<file path="config.mk">
export PLATFORM = sky130hd
export DESIGN_NAME = gcd_core
export DESIGN_NICKNAME = d
export VERILOG_FILES = /design/src/rtl/gcd_core.sv
export SDC_FILE = /design/constraint.sdc
export NUM_CORES = 1
export LEC_CHECK = 0
export ABC_AREA = 1
export ABC_CLOCK_PERIOD_IN_PS = 1800
export CELL_PAD_IN_SITES_DETAIL_PLACEMENT = 2
export CELL_PAD_IN_SITES_GLOBAL_PLACEMENT = 2
export CORE_MARGIN = 5
export CORE_UTILIZATION = 28
export DETAILED_ROUTE_END_ITERATION = 16
export PLACE_DENSITY = 0.78
export SYNTH_ARGS = -nofsm -noshare
export SYNTH_HDL_FRONTEND = slang
export SYNTH_SLANG_ARGS = --single-unit
</file>
<file path="constraint.sdc">
create_clock -name clk -period 1.8 [get_ports clk]
set_clock_uncertainty 0.05 [all_clocks]
set_input_delay 0.45 -clock clk [delete_from_list [all_inputs] [get_ports clk]]
set_output_delay 0.45 -clock clk [all_outputs]
set_load 0.005 [all_outputs]
</file>
<file path="src/rtl/gcd_core.sv">
// -----------------------------------------------------------------------------
// gcd_core
//   Iterative subtract-based Euclid GCD unit. A Go strobe loads X/Y into the
//   working registers A/B. After that the unit performs one subtraction per
//   clock until A==B (or one side is zero). It then raises Done and holds the
//   result in A and B.
//
// Ports
//   clk    in   rising-edge clock
//   rst_n  in   asynchronous active-low reset (state=IDLE, A=B=0, Done=0)
//   X, Y   in   unsigned operands, sampled only on the load edge
//   Go     in   start request; ignored while a computation is running
//   Done   out  registered result-valid level, high in DONE until next Go
//   A, B   out  working registers; both hold gcd(X,Y) when Done=1
// -----------------------------------------------------------------------------
module gcd_core #(
    parameter int WIDTH = 5
) (
    input  logic             clk,
    input  logic             rst_n,
    input  logic [WIDTH-1:0] X,
    input  logic [WIDTH-1:0] Y,
    input  logic             Go,
    output logic             Done,
    output logic [WIDTH-1:0] A,
    output logic [WIDTH-1:0] B
);

    typedef enum logic [1:0] {
        IDLE = 2'd0,
        RUN  = 2'd1,
        DONE = 2'd2
    } state_t;

    state_t state;

    // Datapath comparisons used by the RUN priority chain.
    logic a_eq_b;
    logic a_zero;
    logic b_zero;
    logic a_gt_b;

    assign a_eq_b = (A == B);
    assign a_zero = (A == '0);
    assign b_zero = (B == '0);
    assign a_gt_b = (A > B);

    // Single FSM process. Controller and datapath registers share it, so
    // A, B and Done are always registered outputs.
    always_ff @(posedge clk or negedge rst_n) begin
        if (!rst_n) begin
            state <= IDLE;
            A     <= '0;
            B     <= '0;
            Done  <= 1'b0;
        end else begin
            case (state)
                IDLE: begin
                    if (Go) begin
                        A     <= X;
                        B     <= Y;
                        Done  <= 1'b0;
                        state <= RUN;
                    end
                end

                RUN: begin
                    // Equality is tested first, so (0,0) terminates with result 0.
                    // Zero tests come before the subtractions. When exactly one
                    // side is zero, the other side already holds the GCD.
                    if (a_eq_b) begin
                        Done  <= 1'b1;
                        state <= DONE;
                    end else if (a_zero) begin
                        A     <= B;
                        Done  <= 1'b1;
                        state <= DONE;
                    end else if (b_zero) begin
                        B     <= A;
                        Done  <= 1'b1;
                        state <= DONE;
                    end else if (a_gt_b) begin
                        // The branch condition guarantees no underflow.
                        A <= A - B;
                    end else begin
                        B <= B - A;
                    end
                end

                DONE: begin
                    // A back-to-back start reloads directly without visiting IDLE.
                    if (Go) begin
                        A     <= X;
                        B     <= Y;
                        Done  <= 1'b0;
                        state <= RUN;
                    end
                end

                default: begin
                    state <= IDLE;
                    A     <= '0;
                    B     <= '0;
                    Done  <= 1'b0;
                end
            endcase
        end
    end

endmodule

</file>
==> impl_metrics.env <==
export IMPL_fp_dieH_um=77.8
export IMPL_cts_hold_buf=0
export IMPL_antenna_found_initial=0
export IMPL_synth_seq_area_share=0.233
export IMPL_drive_above_1_share=0.490
export IMPL_n_fill_cell=469
export IMPL_startpoint_type="flop"
export IMPL_htreeDepth=1
export IMPL_track_usage=0.246
export IMPL_hold_viol_final=0
export IMPL_grt_ovfl_total=0
export IMPL_vias=1685
export IMPL_synth_area_mm2=0.00129
export IMPL_ys_types=25
export IMPL_placed_area_mm2=0.00171
export IMPL_grt_pass1_wl_mm=11.4
export IMPL_die_w_um=77.8
export IMPL_seqCellArea_um2=304
export IMPL_slew_violations=0
export IMPL_place_hpwl_mm=4.93
export IMPL_violations="negative setup slack"
export IMPL_yosys_warnings=0
export IMPL_clock_fmax_mhz=498
export IMPL_ys_seq_elements=12
export IMPL_critical_path_class="flop to flop"
export IMPL_fin_hold_ws_ns=0.497
export IMPL_tightest_slew_ns=0.281
export IMPL_port_buffers=23
export IMPL_layout_nets=280
export IMPL_drt_initial_drc_count=104
export IMPL_cts_tree="done"
export IMPL_clk_path_buf_depth=2
export IMPL_num_antenna_cells=0
export IMPL_initial_core_util=0.292
export IMPL_yosys_most_used_dff="dfrtp_1"
export IMPL_clockRootBuffer="clkbuf_8"
export IMPL_cts_buffers=3
export IMPL_finalCritPeriodShare=1.11
export IMPL_rows=24
export IMPL_path_max_fanout=4
export IMPL_clk_pin_slew_worst_paths_ns=0.07
export IMPL_routedWlPerCell_um=29.2
export IMPL_gp_congestion=0.924
export IMPL_vias_per_cell=5.49
export IMPL_multi_input_area_mm2=0.00116
export IMPL_drc=0
export IMPL_synth_async_reset_ratio=1.00
export IMPL_layout_commonest_cell="nand2_1"
export IMPL_relSlewSlack=0.813
export IMPL_coreArea_mm2=0.00441
export IMPL_cts_sinks=12
export IMPL_drtAntennaViolNets=0
export IMPL_hp_class="input port to asynchronous set/reset pin"
export IMPL_status="complete, but fails checks"
export IMPL_grt_pass1_vias=1941
export IMPL_rsz0062_at_grt="yes"
export IMPL_cap_violations=0
export IMPL_syn_instance_count=193
export IMPL_area_delta_synth_final_pct=78.0
export IMPL_end_kind="flop"
export IMPL_setup_viol=12
export IMPL_final_setup_worst_slack_ns=-0.207
export IMPL_syn_num_nets=217
export IMPL_cp_data_arrival_time_ns=2.16
export IMPL_die_area_mm2=0.00606
export IMPL_period_needed_ns=2.01
export IMPL_drt_total_wl_mm=8.98
export IMPL_final_cell_area_mm2=0.00229
export IMPL_ioPinCount=24
export IMPL_final_cell_mix="nand2_1 (52), buf_4 (30), nand2_2 (17)"
export IMPL_synth_edf_count=0
export IMPL_clk_insertion_delay_late_ns=0.26
export IMPL_grt_max_degree=13
export IMPL_required_ns=1.95
export IMPL_drtPass1Iterations=4
export IMPL_synth_area_per_cell_um2=6.68
Yosys cell counts, types with 2 or more instances:
cell type	instances	area, µm²
a21oi_1	5	25.0
buf_6	4	45.0
dfrtp_1	12	300
fa_1	2	40.0
ha_1	9	113
inv_1	21	78.8
inv_2	3	11.3
nand2_1	69	259
nand2_2	7	43.8
nand3_1	26	130
nand3_2	4	40.0
nand4_1	2	12.5
nor2_1	10	37.5
nor2_2	5	31.3
o21ai_0	2	10.0
o21ai_1	3	15.0
repair_timing:
action | in CTS | in global routing
buffers inserted | 6 | 11
resized for setup | 35 | 63
setup endpoints to repair | 15 | 17
pin swaps | 4 | 26
cell type report:
type / count / area share
Clock buffer: 4 / 0.0240
Inverter: 24 / 0.0431
Tap cell: 52 / 0.0284
Sequential cell: 12 / 0.133
Multi-Input combinational cell: 151 / 0.508
Timing Repair Buffer: 64 / 0.264
cell families (layout without fill, tap and decap cells):
group,after synthesis,after routing,synth area share
buffers and inverters,30,92,0.114
AOI/OAI and AO/OA,11,11,0.0456
xor gates and xnor gates,2,2,0.0136
and+or+nand+nor,127,127,0.476
DFF,12,12,0.233
adders and majority gates,11,11,0.118
sequential cells by signal (all words and copies together), names as in the netlist:
name and count:
A 5, state 2, B 5
worst paths after layout:
| check | startpoint | end | slack [ns] | depth (start not counted) |
|---|---|---|---|---|
| worst max-delay path | A[0]$_DFFE_PN0P_ | A[1]$_DFFE_PN0P_ | -0.21 | 10 |
| worst min-delay path | rst_n | A[1]$_DFFE_PN0P_ | 0.50 | 2 |
| worst max register to register | A[0]$_DFFE_PN0P_ | A[1]$_DFFE_PN0P_ | -0.21 | 10 |
| worst min register to register | state[1]$_DFFE_PN0P_ | state[1]$_DFFE_PN0P_ | 0.58 | 2 |
| max in group asynchronous | rst_n | A[0]$_DFFE_PN0P_ | 1.00 | 2 |
| min in group clk | state[1]$_DFFE_PN0P_ | state[1]$_DFFE_PN0P_ | 0.58 | 2 |
worst max-delay path, cell delays in order, from the launching register on:
cell,delay [ns]
dfrtp_2,0.46
inv_2,0.13
ha_4,0.17
inv_4,0.04
fa_2,0.55
inv_2,0.04
nand2_2,0.07
nand2_1,0.07
o21ai_1,0.17
nand3_1,0.11
nand2_1,0.08
metal layers:
layer	up-vias	part of all wire	global-route usage
met5	-	0	0
met4	0	0.024	0.107
met3	22	0.038	0.0440
met2	60	0.50	0.438
met1	875	0.44	0.285
li1	728	-	-
through the flow:
step                cells  TNS [ns]  setup slack, ns  utilization
floorplan             193         0           0.0954            -
global placement      286         0          0.00420        0.387
detailed placement    286    -0.919           -0.162        0.387
CTS                   296    -0.113          -0.0378        0.439
global route          307     -1.98           -0.279        0.520
finish                307     -1.41           -0.207        0.520
Power is left out: the tool's default activity adds up to more than one toggle a clock period on the data nets, which glitch-free logic cannot reach.
